### src/rtl/uart_rx_engine_pkg.sv
// Shared types for the UART receive engine: parity mode, receiver state, IRQ flag layout.
package uart_rx_engine_pkg;

   typedef enum logic [1:0] {
      PAR_NONE = 2'd0,
      PAR_EVEN = 2'd1,
      PAR_ODD  = 2'd2
   } Parity_t;

   typedef enum logic [2:0] {
      RX_IDLE   = 3'd0,
      RX_START  = 3'd1,
      RX_SHIFT  = 3'd2,
      RX_PARITY = 3'd3,
      RX_STOP   = 3'd4
   } RXState_t;

   typedef struct packed {
      logic overrun_error;
      logic framing_error;
      logic parity_error;
      logic fifo_full;
      logic fifo_half_full;
      logic data_ready;
   } RXIrqFlags_t;

   function automatic logic majority3(input logic a, input logic b, input logic c);
      return (a & b) | (a & c) | (b & c);
   endfunction

endpackage

### src/rtl/uart_rx_engine_fifo.sv
// Show-ahead RX FIFO with registered head word, occupancy and status bits.
module uart_rx_engine_fifo #(
   parameter int unsigned WIDTH = 8,
   parameter int unsigned DEPTH = 16
) (
   input  logic                     clk,
   input  logic                     rst_n,
   input  logic                     push,
   input  logic [WIDTH-1:0]         push_data,
   input  logic                     pop,
   input  logic                     flush,
   output logic [WIDTH-1:0]         head,
   output logic                     valid,
   output logic [$clog2(DEPTH):0]   level,
   output logic                     half_full,
   output logic                     full,
   output logic                     rts_n,
   output logic                     overrun_c
);

   localparam int unsigned AW = $clog2(DEPTH);
   localparam int unsigned LW = AW + 1;

   logic [WIDTH-1:0] mem [DEPTH];
   logic [AW-1:0]    wr_ptr;
   logic [AW-1:0]    rd_ptr;
   logic [AW-1:0]    rd_next;
   logic [LW-1:0]    level_next;
   logic [WIDTH-1:0] head_next;
   logic             do_push;
   logic             do_pop;

   // A pop frees a slot in the same cycle, so a push into a full FIFO is accepted then.
   always_comb begin
      do_pop     = pop && valid && !flush;
      do_push    = push && !flush && (!full || do_pop);
      overrun_c  = push && !flush && full && !do_pop;
      rd_next    = flush ? '0 : rd_ptr + AW'(do_pop);
      level_next = flush ? '0 : level + LW'(do_push) - LW'(do_pop);
      head_next  = head;
      if (level_next != '0) begin
         head_next = (do_push && (wr_ptr == rd_next)) ? push_data : mem[rd_next];
      end
   end

   always_ff @(posedge clk) begin
      if (do_push) begin
         mem[wr_ptr] <= push_data;
      end
   end

   always_ff @(posedge clk or negedge rst_n) begin
      if (!rst_n) begin
         wr_ptr    <= '0;
         rd_ptr    <= '0;
         level     <= '0;
         head      <= '0;
         valid     <= 1'b0;
         half_full <= 1'b0;
         full      <= 1'b0;
         rts_n     <= 1'b0;
      end else begin
         wr_ptr    <= flush ? '0 : wr_ptr + AW'(do_push);
         rd_ptr    <= rd_next;
         level     <= level_next;
         head      <= head_next;
         valid     <= (level_next != '0);
         half_full <= (level_next >= LW'(DEPTH / 2));
         full      <= (level_next == LW'(DEPTH));
         rts_n     <= (level_next >= LW'(DEPTH - 2));
      end
   end

endmodule

### src/rtl/uart_rx_engine.sv
// UART receive engine: prescaler, oversampled frame FSM, sticky error flags and RX FIFO.
// Optional idle timeout enabled by defining UART_RX_TIMEOUT_EN.
module uart_rx_engine
   import uart_rx_engine_pkg::*;
#(
   parameter int unsigned DATA_BITS  = 8,
   parameter int unsigned OVERSAMPLE = 16,
   parameter int unsigned FIFO_DEPTH = 16,
   parameter int unsigned DIV_WIDTH  = 16
) (
   input  logic                          clk,
   input  logic                          rst_n,
   input  logic [DIV_WIDTH-1:0]          divider_i,
   input  logic [1:0]                    parity_i,
   input  logic                          two_stop_i,
   input  logic                          flush_i,
   input  logic                          err_clear_i,
   input  logic                          rx_i,
   output logic [DATA_BITS-1:0]          rx_data_o,
   output logic                          rx_valid_o,
   input  logic                          rx_ready_i,
   output logic [$clog2(FIFO_DEPTH):0]   level_o,
   output logic [5:0]                    irq_flags_o,
   output logic                          rts_n_o,
   output logic                          timeout_o
);

   localparam int unsigned SW  = $clog2(OVERSAMPLE);
   localparam int unsigned MID = OVERSAMPLE / 2;
   localparam int unsigned BW  = $clog2(DATA_BITS + 1);

   logic [1:0]           sync;
   logic                 rx_s;
   logic [DIV_WIDTH-1:0] pre_cnt;
   logic [DIV_WIDTH-1:0] div_q;
   logic                 tick_c;
   logic                 start_c;
   RXState_t             state;
   logic                 armed;
   logic [SW-1:0]        s_cnt;
   logic [1:0]           smp;
   logic                 bit_val_c;
   logic [BW-1:0]        bit_cnt;
   logic [DATA_BITS-1:0] shreg;
   Parity_t              parity_q;
   logic                 two_stop_q;
   logic                 perr_f;
   logic                 ferr_f;
   logic                 push_q;
   logic                 push_perr_q;
   logic                 push_ferr_q;
   logic                 perr_q;
   logic                 ferr_q;
   logic                 ovr_q;
   logic                 pop_c;
   logic                 overrun_c;
   logic                 fifo_half;
   logic                 fifo_full;
   RXIrqFlags_t          irq;

   assign rx_s      = sync[1];
   assign tick_c    = (pre_cnt == '0);
   assign start_c   = (state == RX_IDLE) && armed && !rx_s;
   assign bit_val_c = majority3(smp[0], smp[1], rx_s);
   assign pop_c     = rx_valid_o && rx_ready_i;

   always_ff @(posedge clk or negedge rst_n) begin
      if (!rst_n) begin
         sync <= 2'b11;
      end else begin
         sync <= {sync[0], rx_i};
      end
   end

   // Prescaler restarts on a start edge so sample points align with the frame.
   always_ff @(posedge clk or negedge rst_n) begin
      if (!rst_n) begin
         pre_cnt <= '0;
      end else if (start_c) begin
         pre_cnt <= divider_i;
      end else if (tick_c) begin
         pre_cnt <= (state == RX_IDLE) ? divider_i : div_q;
      end else begin
         pre_cnt <= pre_cnt - DIV_WIDTH'(1);
      end
   end

   // Frame FSM; each bit is decided one tick after mid, once all three votes are in.
   always_ff @(posedge clk or negedge rst_n) begin
      if (!rst_n) begin
         state       <= RX_IDLE;
         armed       <= 1'b0;
         s_cnt       <= '0;
         smp         <= 2'b11;
         bit_cnt     <= '0;
         shreg       <= '0;
         parity_q    <= PAR_NONE;
         two_stop_q  <= 1'b0;
         div_q       <= '0;
         perr_f      <= 1'b0;
         ferr_f      <= 1'b0;
         push_q      <= 1'b0;
         push_perr_q <= 1'b0;
         push_ferr_q <= 1'b0;
      end else begin
         push_q <= 1'b0;
         if (state == RX_IDLE) begin
            if (rx_s) begin
               armed <= 1'b1;
            end else if (armed) begin
               state      <= RX_START;
               armed      <= 1'b0;
               s_cnt      <= '0;
               bit_cnt    <= '0;
               perr_f     <= 1'b0;
               ferr_f     <= 1'b0;
               parity_q   <= Parity_t'(parity_i);
               two_stop_q <= two_stop_i;
               div_q      <= divider_i;
            end
         end else if (tick_c) begin
            s_cnt <= (s_cnt == SW'(OVERSAMPLE - 1)) ? '0 : s_cnt + SW'(1);
            if (s_cnt == SW'(MID - 1)) smp[0] <= rx_s;
            if (s_cnt == SW'(MID))     smp[1] <= rx_s;
            if (s_cnt == SW'(MID + 1)) begin
               case (state)
                  RX_START: state <= bit_val_c ? RX_IDLE : RX_SHIFT;
                  RX_SHIFT: begin
                     shreg <= {bit_val_c, shreg[DATA_BITS-1:1]};
                     if (bit_cnt == BW'(DATA_BITS - 1)) begin
                        bit_cnt <= '0;
                        state   <= (parity_q != PAR_NONE) ? RX_PARITY : RX_STOP;
                     end else begin
                        bit_cnt <= bit_cnt + BW'(1);
                     end
                  end
                  RX_PARITY: begin
                     perr_f <= ((^shreg) ^ bit_val_c) != (parity_q == PAR_ODD);
                     state  <= RX_STOP;
                  end
                  RX_STOP: begin
                     if (two_stop_q && (bit_cnt == '0)) begin
                        bit_cnt <= BW'(1);
                        ferr_f  <= ferr_f | !bit_val_c;
                     end else begin
                        push_q      <= 1'b1;
                        push_perr_q <= perr_f;
                        push_ferr_q <= ferr_f | !bit_val_c;
                        state       <= RX_IDLE;
                     end
                  end
                  default: state <= RX_IDLE;
               endcase
            end
         end
      end
   end

   // Sticky errors: a new error in the clear cycle takes priority over the clear.
   always_ff @(posedge clk or negedge rst_n) begin
      if (!rst_n) begin
         perr_q <= 1'b0;
         ferr_q <= 1'b0;
         ovr_q  <= 1'b0;
      end else begin
         perr_q <= (perr_q & ~err_clear_i) | (push_q & push_perr_q);
         ferr_q <= (ferr_q & ~err_clear_i) | (push_q & push_ferr_q);
         ovr_q  <= (ovr_q & ~err_clear_i) | overrun_c;
      end
   end

   uart_rx_engine_fifo #(
      .WIDTH (DATA_BITS),
      .DEPTH (FIFO_DEPTH)
   ) u_fifo (
      .clk       (clk),
      .rst_n     (rst_n),
      .push      (push_q),
      .push_data (shreg),
      .pop       (rx_ready_i),
      .flush     (flush_i),
      .head      (rx_data_o),
      .valid     (rx_valid_o),
      .level     (level_o),
      .half_full (fifo_half),
      .full      (fifo_full),
      .rts_n     (rts_n_o),
      .overrun_c (overrun_c)
   );

   always_comb begin
      irq                = '0;
      irq.overrun_error  = ovr_q;
      irq.framing_error  = ferr_q;
      irq.parity_error   = perr_q;
      irq.fifo_full      = fifo_full;
      irq.fifo_half_full = fifo_half;
      irq.data_ready     = rx_valid_o;
   end
   assign irq_flags_o = irq;

`ifdef UART_RX_TIMEOUT_EN
   localparam int unsigned TO_BITS = 4 * (DATA_BITS + 2);
   localparam int unsigned TW      = $clog2(TO_BITS + 1);

   logic          rx_d;
   logic [SW-1:0] to_sub;
   logic [TW-1:0] to_cnt;
   logic          to_rst_c;

   assign to_rst_c = (rx_s != rx_d) || pop_c || flush_i || err_clear_i;

   // Idle counter in bit periods, saturating at the timeout threshold.
   always_ff @(posedge clk or negedge rst_n) begin
      if (!rst_n) begin
         rx_d      <= 1'b1;
         to_sub    <= '0;
         to_cnt    <= '0;
         timeout_o <= 1'b0;
      end else begin
         rx_d <= rx_s;
         if (to_rst_c) begin
            to_sub <= '0;
            to_cnt <= '0;
         end else if (tick_c && (to_cnt != TW'(TO_BITS))) begin
            if (to_sub == SW'(OVERSAMPLE - 1)) begin
               to_sub <= '0;
               to_cnt <= to_cnt + TW'(1);
            end else begin
               to_sub <= to_sub + SW'(1);
            end
         end
         if (pop_c || flush_i || err_clear_i) begin
            timeout_o <= 1'b0;
         end else if ((to_cnt == TW'(TO_BITS)) && rx_valid_o) begin
            timeout_o <= 1'b1;
         end
      end
   end
`else
   logic unused_pop;
   assign unused_pop = pop_c;
   assign timeout_o  = 1'b0;
`endif

endmodule

### config.mk
export PLATFORM = sky130hd
export DESIGN_NAME = uart_rx_engine
export DESIGN_NICKNAME = d
export VERILOG_FILES = /design/src/rtl/uart_rx_engine_pkg.sv /design/src/rtl/uart_rx_engine_fifo.sv /design/src/rtl/uart_rx_engine.sv
export SDC_FILE = /design/constraint.sdc
export NUM_CORES = 1
export LEC_CHECK = 0
export ABC_AREA = 1
export CAP_MARGIN = 5
export CELL_PAD_IN_SITES_DETAIL_PLACEMENT = 0
export CELL_PAD_IN_SITES_GLOBAL_PLACEMENT = 1
export CORE_ASPECT_RATIO = 2
export CORE_UTILIZATION = 46
export DETAILED_ROUTE_END_ITERATION = 16
export GPL_TIMING_DRIVEN = 0
export PLACE_DENSITY_LB_ADDON = 0.25
export SLEW_MARGIN = 20
export SYNTH_ARGS = -nofsm -noshare
export SYNTH_HDL_FRONTEND = slang
export SYNTH_HIERARCHICAL = 1
export SYNTH_SLANG_ARGS = --single-unit
### constraint.sdc
create_clock -name clk -period 6.65 [get_ports clk]
set_input_delay 1.33 -clock clk [delete_from_list [all_inputs] [get_ports clk]]
set_output_delay 1.33 -clock clk [all_outputs]
set_load 0.005 [all_outputs]
==> key figures, run 1 <==
Status
  – Outcome: finished, final reports clean

Synthesis
  – Yosys top cell area share: 36.21%
  – Post-synth EDFFs: 128
  – Largest area contributor in the netlist: edfxtp_1
  – Synthesized area: 10610 um2
  – Sequential area share after synthesis: 57.95%
  – Top_reg_cell synth: edfxtp_1
  – Mux share of post-synthesis cell area: 0%
  – Flops & latches, synth: 220
  – Top cells by count, synth: 401 x nand2_1, 136 x inv_1, 128 x edfxtp_1, 120 x nand3_1, 89 x nor2_1
  – Synth Area in Compound Gates: 5.599%
  – Distinct cells, synth: 44
  – Mean Syn Cell Area: 8.897 um2
  – Most numerous cell in the Yosys netlist: nand2_1
  – Synthesis Warnings: 6
  – Post-synth ARST share: 41.82%
  – Xor/xnor share of the synthesized area: 0.8252%
  – Gate Count Post-Synth: 1193
  – Adder-Cell Fraction of Synth Area: 2.075%
  – Main combinational cell family by area after synthesis: simple AND/OR/NAND/NOR gates
  – Syn Nets: 1235
  – Main area contributors after synthesis: edfxtp_1 36%, dfrtp_1 21%, nand2_1 14%
  – Simple-gate share of the synthesized area: 25.92%

Critical path
  – Worst-path cell chain: clkdlybuf4s50_1, inv_2, buf_6, nand2_2, a21oi_4, inv_1, ha_1, inv_1, ha_1, inv_1, fa_1, inv_1, nand3_1, nand2_1, inv_1, or2_2, nand3_1, clkbuf_1, o31ai_1
  – Worst reg2reg path endpoint: u_fifo/rts_n
  – CP top delay family: buffers and inverters
  – Startpoint Class: input port
  – Worst path max stage delay: 600 ps
  – Worst R2R Path Depth: 16
  – Most frequent CP cell: inv_1
  – Crit path DAT: 4830 ps
  – Reg-to-Reg Start: u_fifo/valid
  – Crit-path max FO: 10
  – Critical setup path kind: in -> reg
  – CP endpoint kind: flop
  – R2R setup slack: 3390 ps
  – Worst EP required: 7000 ps
  – CP bufs+invs: 9
  – Crit-path slowest cell: clkdlybuf4s50_1

Global routing
  – First-pass GRT wire length: 43270 um
  – Gr ovfl total: 0
  – Initial antenna violation count: 0
  – Vias in the first global route: 8077
  – Largest net degree at the start of global routing: 49
  – Total track usage: 24.93%

Placement
  – Placed Cells incl. Taps: 1519
  – Gpl congestion: 0.8861
  – # port buffers: 45
  – HPWL Detailed: 20740 um

CTS
  – CTS tree: yes
  – Worst-Skew Late Latency: 510 ps
  – Clock transition at path regs: 60 ps
  – Cts hold-fix bufs: 0
  – Number of H-tree levels: 1
  – Post-cts gate resize count: 0
  – Root Buffer: clkbuf_16
  – Clock Path Buffers: 3
  – Num CTS Buffers: 21
  – TritonCTS sink count: 220
  – Post-CTS setup buffer count: 0

Pwr
  – Gate power share: 30.1%
  – Clock power frac: 27.0%
  – Sequential share of power: 42.9%
  – Static leakage: 5.419 nW
  – Sw frac: 34.66%
  – P_int: 2.665 mW
  – Total chip power: 4.078 mW
  – Max rail drop VDD: 224.7 uV
  – PD cells: 338.5 nW/um2
  – P_sw: 1.414 mW

Final layout
  – Reg area: 6151 um2
  – # fillers: 2161
  – Non-filler cells, final: 1555
  – Antenna cells: 0
  – Area occupied by multi-input gates: 3657 um2
  – Nets: 1304
  – Synth-to-layout area growth: 13.51%
  – Layout cells sized above 1: 8.078%

Detailed routing
  – # DRC: 0
  – 1st-iter DRT viols: 376
  – Vias per inst: 5.172
  – Vias: 8043
  – Drt total wl: 28170 um
  – Drt first pass iters: 5
  – WL/cell: 18.11 um
  – Antenna Nets Post-Route: 0

Timing
  – Clock skew: 12.23 ps
  – Fin Hold WS: 356.6 ps
  – Final setup TNS: 0 ps
  – Worst slew pin tran: 909.9 ps
  – Crit path time final: 4477 ps
  – RSZ-0062 raised after global routing: false
  – Crit share post-route: 67.33%
  – Final setup vio count: 0
  – FMAX: 223.3 MHz
  – Slew headroom: 39.34%
  – Final hold vios: 0
  – Max-slew violation count: 0

Floorplanning
  – I/O Pins: 47
  – Rows: 78
  – Core footprint: 22640 um2
  – Die Y: 216.8 um
  – Die Wd: 109.4 um
  – Die Area: 23720 um2
  – Initial Util: 46.88%

Min path
  – Worst hold endpoint: sync[1]
  – Hold Path Depth: 0
  – Hold path start: sync[0]
  – Worst min-delay path category: reg -> reg

Run
  – Max Cap Viol: 0
area by class of cell:
class	count	share of cell area, %
timing repair buffer	46	3.978
inverter	144	4.497
clock inverter	7	0.3219
tap	280	2.908
multi-input combinational	785	30.36
sequential	220	51.05
buffer	44	2.191
clock buffer	29	4.694
registers in the layout, indices dropped and copies added (netlist names), 2 cells and up:
register / cells
u_fifo/mem: 128
pre_cnt: 16
u_fifo/level: 5
sync: 2
u_fifo/wr_ptr: 4
s_cnt: 4
shreg: 8
parity_q: 2
bit_cnt: 4
u_fifo/head: 8
div_q: 16
smp: 2
state: 3
u_fifo/rd_ptr: 4
power groups by stage:
stage	clock, mW	combinational [mW]	sequential, mW
2_1_floorplan	0	0.839	1.74
3_3_place_gp	0	1.22	1.78
3_5_place_dp	0	1.24	1.78
4_1_cts	1.13	1.25	1.75
5_1_grt	1.17	1.40	1.77
6_report	1.10	1.23	1.75
cells by family after synthesis:
group,Yosys count
other,1
AOI/OAI and AO/OA,105
DFF,220
adders and majority gates,17
buffers and inverters,188
xor gates and xnor gates,10
and+or+nand+nor,652
per-stage QoR:
stage	worst slack [ps]	util [%]	area (um2)
global placement	514.6	50.41	11410
finish	2173	53.21	12050
detailed placement	1691	50.54	11440
floorplan	2831	-	10610
CTS	2195	53.21	12050
global route	1877	53.21	12050
placed cells by master, fill, tap and decap left out, types with 4 or more instances in the layout:
cell,instances
inv_1,136
xnor2_1,4
buf_6,4
inv_2,6
nand2_1,401
buf_2,16
o211ai_1,11
nand3_1,120
o21ai_1,27
clkinv_2,4
nand4_1,9
dfrtp_1,88
buf_4,15
clkbuf_1,16
nand2_2,9
nor2_2,8
clkbuf_16,21
nor2_1,89
dfstp_2,4
o31ai_1,4
edfxtp_1,128
xor2_1,6
a21oi_1,9
ha_1,16
o21ai_0,45
clkdlybuf4s50_1,44
layer usage:
layer | global-route usage [%] | vias up | wire length [um]
met2 | 49.25 | 178 | 16370
met4 | 15.07 | 0 | 1733
li1 | - | 3983 | -
met3 | 2.096 | 78 | 760
met1 | 23.66 | 3804 | 9302
met5 | 0 | - | 0
how the worst max path moves through the flow:
stage / start / endpoint / slack (ps) / cells after the start
after floorplan: flush_i / u_fifo/rts_n / 2830 / 18
after global placement: rst_n / state[0] / 510 / 1
after detailed placement: flush_i / u_fifo/rts_n / 1690 / 19
after CTS: flush_i / u_fifo/rts_n / 2200 / 19
after global routing: flush_i / u_fifo/head[5] / 1880 / 20
final: flush_i / u_fifo/rts_n / 2170 / 19
Note: power is estimated with default switching activity, not from simulation.
==> run 2, diff against run 1 <==
==> constraint.sdc (replaced) <==
create_clock -name clk -period 4.5 [get_ports clk]
set_input_delay 0.9 -clock clk [delete_from_list [all_inputs] [get_ports clk]]
set_output_delay 0.9 -clock clk [all_outputs]
set_load 0.005 [all_outputs]
==> results of run 2 <==
The final DEF is identical to that of run 1. Status: finished, final reports clean.
Among the figures that moved: setup slack after placement 1691 ps -> -28.72 ps; clock-pin slew on the worst setup and hold paths 60 ps -> 70 ps; setup slack after layout 2173 ps -> 452.6 ps; hold slack 356.6 ps -> 339.0 ps; register-to-register setup slack 3390 ps -> 1240 ps; total power 4.078 mW -> 6.027 mW; worst IR drop on VDD 224.7 uV -> 332.1 uV
==> patch 1, RTL diff (settings of run 2) <==
The 5 states of `RXState_t` get a one-hot encoding in 5 bits.
--- a/src/rtl/uart_rx_engine_pkg.sv
+++ b/src/rtl/uart_rx_engine_pkg.sv
@@ -7,12 +7,12 @@
       PAR_ODD  = 2'd2
    } Parity_t;
 
-   typedef enum logic [2:0] {
-      RX_IDLE   = 3'd0,
-      RX_START  = 3'd1,
-      RX_SHIFT  = 3'd2,
-      RX_PARITY = 3'd3,
-      RX_STOP   = 3'd4
+   typedef enum logic [4:0] {
+      RX_IDLE   = 5'b00001,
+      RX_START  = 5'b00010,
+      RX_SHIFT  = 5'b00100,
+      RX_PARITY = 5'b01000,
+      RX_STOP   = 5'b10000
    } RXState_t;
 
    typedef struct packed {
Check against the original RTL: same outputs for any inputs over 10 cycles, from zero or initial values and one cycle with rst_n low; not proved beyond that.
==> patch 1 against run 2 <==
Area after synthesis is 0.48% higher. Final cell count is 0.96% higher. Routed wire length is 0.38% higher. Non-clock buffer count is 2 lower. Final area is 1.2% higher. Setup slack better by 0.067 ns. Global-route usage is 0.26 points higher. Sequential cell count is 2 higher. Highest routed layer unchanged.
Power is not compared: it rests on default switching activity, and its combinational part moved more than twofold at a synthesized area within 25%.
==> patch 1: results (changes against run 2) <==
Drt
  – Final wirelength: 28.3 mm (was 28.2 mm)
  – Vias/cell: 5.20 (was 5.17)
  – DRT Pass-1 Iters: 7 (was 5)
  – Iter 0 DRT Violations: 336 (was 376)
  – Routed wire per std cell: 18.0 µm (was 18.1 µm)

Global routing
  – First-pass GRT wire length: 43.6 mm (was 43.3 mm)
  – Vias in the first global route: 8298 (was 8077)
  – Largest net degree at the start of global routing: 50 (was 49)
  – GRT Total Usage: 25.2% (was 24.9%)

Clock tree
  – Post-cts sizing count: 0 (unchanged)

Synthesis
  – Mapped Cells: 1206 (was 1193)
  – Register area share after synthesis: 58.2% (was 58.0%)
  – Synth cell count leaders: nand2_1, nand3_1, edfxtp_1 (was nand2_1, inv_1, edfxtp_1)
  – Largest cells by area after synthesis: edfxtp_1, dfrtp_1, nand2_1 (unchanged)
  – Post-synth ARST share: 42.3% (was 41.8%)

Placed design
  – Placed cell count: 1532 (was 1519)
  – Gpl congestion: 0.937 (was 0.886)
  – Post-DP Area: 11500 µm² (was 11400 µm²)
  – DP Worst Slack: -0.0629 ns (was -0.0287 ns)
  – DP Wirelength: 21.1 mm (was 20.7 mm)

Layout
  – Fin nets: 1317 (was 1304)
  – Largest registers: u_fifo/mem: 128 flops, div_q: 16 flops, pre_cnt: 16 flops (unchanged)
  – Layout cells sized above 1: 8.14% (was 8.08%)

Run status
  – Status: complete, no violations (unchanged)

STA
  – Worst slew pin tran: 0.981 ns (was 0.910 ns)
  – Final Skew: 0.0150 ns (was 0.0122 ns)

Setup path
  – Crit path DAT: 4.34 ns (was 4.40 ns)
-- patch 1: changes by cell type after synthesis, moves of 7 or more --
cell | before | now
nand2_1 | 401 | 422
o21ai_0 | 45 | 58
inv_1 | 136 | 124
nand3_1 | 120 | 130
o21ai_1 | 27 | 17
o211ai_1 | 11 | 4
-- patch 1: kinds of logic (layout without fill, tap and decap cells) --
kind of cell / count (synthesis) / in the layout / share of synthesized area, %
compound gates: 100 / 100 / 5.09
flops: 222 / 222 / 58.2
fa+ha+maj: 17 / 17 / 2.06
xor+xnor: 9 / 9 / 0.739
buf+inv: 174 / 258 / 7.02
simple gates: 683 / 683 / 26.9
other cells: 1 / 1 / 0.0352
-- patch 1: report_power, final --
part | internal [mW] | total (mW) | switching (mW)
logic | 0.261 | 0.625 | 0.364
clock network | 1.04 | 1.81 | 0.774
registers | 2.19 | 2.22 | 0.0364
-- patch 1: routing by layer --
metal,vias to the layer above,GRT usage (%),routed length (µm)
met4,0,15.9,1900
met5,-,0,0
met1,3900,21.9,9010
met2,148,51.3,16600
met3,82,2.46,769
li1,4038,-,-
-- patch 1: final cells by class --
class | instances | area [µm²]
Inverter | 132 | 498
Clock buffer | 22 | 529
Tap cell | 280 | 350
Multi-Input combinational cell | 810 | 3710
Sequential cell | 222 | 6200
Buffer | 42 | 250
Fill cell | 2144 | 10500
Clock inverter | 16 | 168
Timing Repair Buffer | 46 | 479
-- patch 1: worst max-delay path: stages --
cell	delay, ns
clkdlybuf4s50_1	0.58
inv_2	0.17
buf_6	0.17
nand2_2	0.08
a21oi_4	0.20
inv_1	0.07
ha_1	0.26
inv_1	0.07
ha_1	0.16
inv_1	0.06
fa_1	0.38
inv_1	0.09
nand3_1	0.07
nand2_1	0.07
inv_1	0.04
or2_2	0.26
nand3_1	0.14
clkbuf_1	0.40
o31ai_1	0.16
-- patch 1: worst paths after layout --
kind / cells past startpoint / to / slack (ns)
hold / removal: 1 / bit_cnt[2]$_DFFE_PN0P_ / 0.32
setup / recovery: 19 / u_fifo/rts_n$_DFF_PN0_ / 0.52
hold reg to reg: 0 / sync[1]$_DFF_PN1_ / 0.36
min in group clk: 0 / sync[1]$_DFF_PN1_ / 0.36
max in group asynchronous: 2 / smp[1]$_DFFE_PN1P_ / 3.55
setup reg to reg: 16 / u_fifo/rts_n$_DFF_PN0_ / 1.28
==> patch 2, RTL diff (settings of run 2) <==
Made on the original files. Change the parameter `FIFO_DEPTH` from 16 to 32.
--- a/src/rtl/uart_rx_engine.sv
+++ b/src/rtl/uart_rx_engine.sv
@@ -5,7 +5,7 @@
 #(
    parameter int unsigned DATA_BITS  = 8,
    parameter int unsigned OVERSAMPLE = 16,
-   parameter int unsigned FIFO_DEPTH = 16,
+   parameter int unsigned FIFO_DEPTH = 32,
    parameter int unsigned DIV_WIDTH  = 16
 ) (
    input  logic                          clk,
Ports: changed (resized level_o); port bits go from 47 to 48. The function was not compared with the original's and may differ.
==> patch 2 against run 2 <==
Core utilization about the same. Final area increased by 56%. Area after synthesis up 55%. Routed wire length increased by 81%. Worst hold slack worse by 0.13 ns. Via count increased by 52%. Setup slack improved by 0.41 ns. Sequential share of layout area rose by 2.7 points. Synthesized cell count increased by 48%. Sequential cell count rose by 131. Critical endpoint is now u_fifo/head[7]$_DFFE_PN0P_. Final cell count up 50%. Total power rose by 42%.
==> patch 2: results (changes against run 2) <==
Drt
  – Final wirelength: 50.9 mm (was 28.2 mm)
  – Routed via count: 12200 (was 8043)
  – Iter 0 DRT Violations: 885 (was 376)
  – Met3 wire length: 1.69 mm (was 760 µm)

Power
  – Pleak: 8.40 nW (was 5.42 nW)
  – Worst IR drop on VDD: 354 µV (was 332 µV)

Clock tree
  – Setup Buffers After CTS: 0 (unchanged)
  – Clock Latency Late Sink: 0.58 ns (was 0.51 ns)
  – Num CTS Buffers: 30 (was 21)

Global routing
  – GRT Total Usage: 29.0% (was 24.9%)
  – First-pass GRT wire length: 75.6 mm (was 43.3 mm)
  – Largest net degree at the start of global routing: 62 (was 49)

Layout
  – Post-route insts no fill: 2325 (was 1555)
  – Largest registers: u_fifo/mem: 256 flops, div_q: 16 flops, pre_cnt: 16 flops (was u_fifo/mem: 128 flops, div_q: 16 flops, pre_cnt: 16 flops)
  – Layout cells sized above 1: 9.47% (was 8.08%)
  – Fin nets: 1899 (was 1304)

Setup path
  – Reg-to-Reg End: u_fifo/head[7]$_DFFE_PN0P_ (was u_fifo/rts_n$_DFF_PN0_)
  – Crit path DAT: 4.11 ns (was 4.40 ns)
  – Cell count of the worst reg-to-reg path: 18 (was 16)
  – Reg2reg start: push_q$_DFF_PN0_ (was u_fifo/valid$_DFF_PN0_)

STA
  – Worst setup margin: 0.861 ns (was 0.453 ns)
  – Slew margin rel.: 30.2% (was 39.3%)
  – Worst hold margin: 0.213 ns (was 0.339 ns)
  – Final Skew: 0.0120 ns (was 0.0122 ns)

Synthesis
  – Largest cells by area after synthesis: edfxtp_1, dfrtp_1, nand2_1 (unchanged)
  – Synth cell count leaders: nand2_1, nand3_1, inv_1 (was nand2_1, inv_1, edfxtp_1)
  – Register area share after synthesis: 61.0% (was 58.0%)
  – Post-synth EDFFs: 256 (was 128)
  – Post-synth ARST share: 27.1% (was 41.8%)
  – Synthesized area per cell: 9.32 µm² (was 8.90 µm²)

Placed design
  – DP Wirelength: 37.8 mm (was 20.7 mm)
  – I/O Buffers: 45 (unchanged)
  – Gpl congestion: 0.922 (was 0.886)

Run status
  – Status: complete, no violations (unchanged)
[patch 2: cell types whose count changed in the layout (fill, tap and decap cells not counted), moves of 26 or more]
| cell | change |
|---|---|
| buf_2 | +26 |
| edfxtp_1 | +128 |
| inv_1 | +129 |
| nand2_1 | +43 |
| nand3_1 | +146 |
| nor2_1 | +75 |
[patch 2: worst max-delay path by stage]
stage               start                         end  cells after the start
2_1_floorplan     flush_i  u_fifo/head[0]$_DFFE_PN0P_                     20
3_3_place_gp        rst_n        shreg[0]$_DFFE_PN0P_                      1
3_5_place_dp   rx_ready_i  u_fifo/head[3]$_DFFE_PN0P_                     19
4_1_cts        rx_ready_i  u_fifo/head[3]$_DFFE_PN0P_                     19
5_1_grt        rx_ready_i  u_fifo/head[7]$_DFFE_PN0P_                     19
6_report       rx_ready_i  u_fifo/head[7]$_DFFE_PN0P_                     19
[patch 2: layer usage]
layer / up-vias / track usage (%)
met1: 5806 / 27.4
met3: 146 / 2.87
li1: 5915 / -
met2: 319 / 55.5
met5: - / 0
met4: 0 / 21.7
[patch 2: final cells by class]
class | instances | area, µm²
tap | 445 | 557
sequential | 351 | 10100
inverter | 275 | 1040
timing repair buffer | 53 | 642
multi-input combinational | 1071 | 4970
buffer | 74 | 424
clock buffer | 43 | 881
clock inverter | 13 | 153
fill | 3313 | 16500
[patch 2: critical path, stage by stage]
cell and delay [ns]:
clkdlybuf4s50_1 0.49, nand3_2 0.14, a21oi_4 0.27, inv_1 0.07, ha_1 0.29, inv_1 0.07, ha_1 0.16, inv_1 0.06
fa_1 0.38, inv_1 0.08, nand2_1 0.07, a21boi_1 0.16, o21ai_0 0.10, nand3_1 0.14, nand3b_1 0.16, nor2_4 0.25
nand2_2 0.17, nand2_1 0.11, nand2_1 0.05
[patch 2: kinds of logic (layout without fill, tap and decap cells)]
family / after synthesis / count (layout) / synth area share, %
AOI/OAI and AO/OA: 116 / 116 / 3.93
adders and majority gates: 18 / 18 / 1.41
and+or+nand+nor: 926 / 926 / 24.2
DFF: 351 / 351 / 61.0
xor gates and xnor gates: 10 / 10 / 0.531
buffers and inverters: 349 / 458 / 8.85
other: 1 / 1 / 0.0227
[patch 2: report_power, final]
group	switching (mW)	total (mW)	internal, mW
clock	1.18	2.72	1.54
combinational	1.27	1.94	0.673
sequential	0.201	3.90	3.70
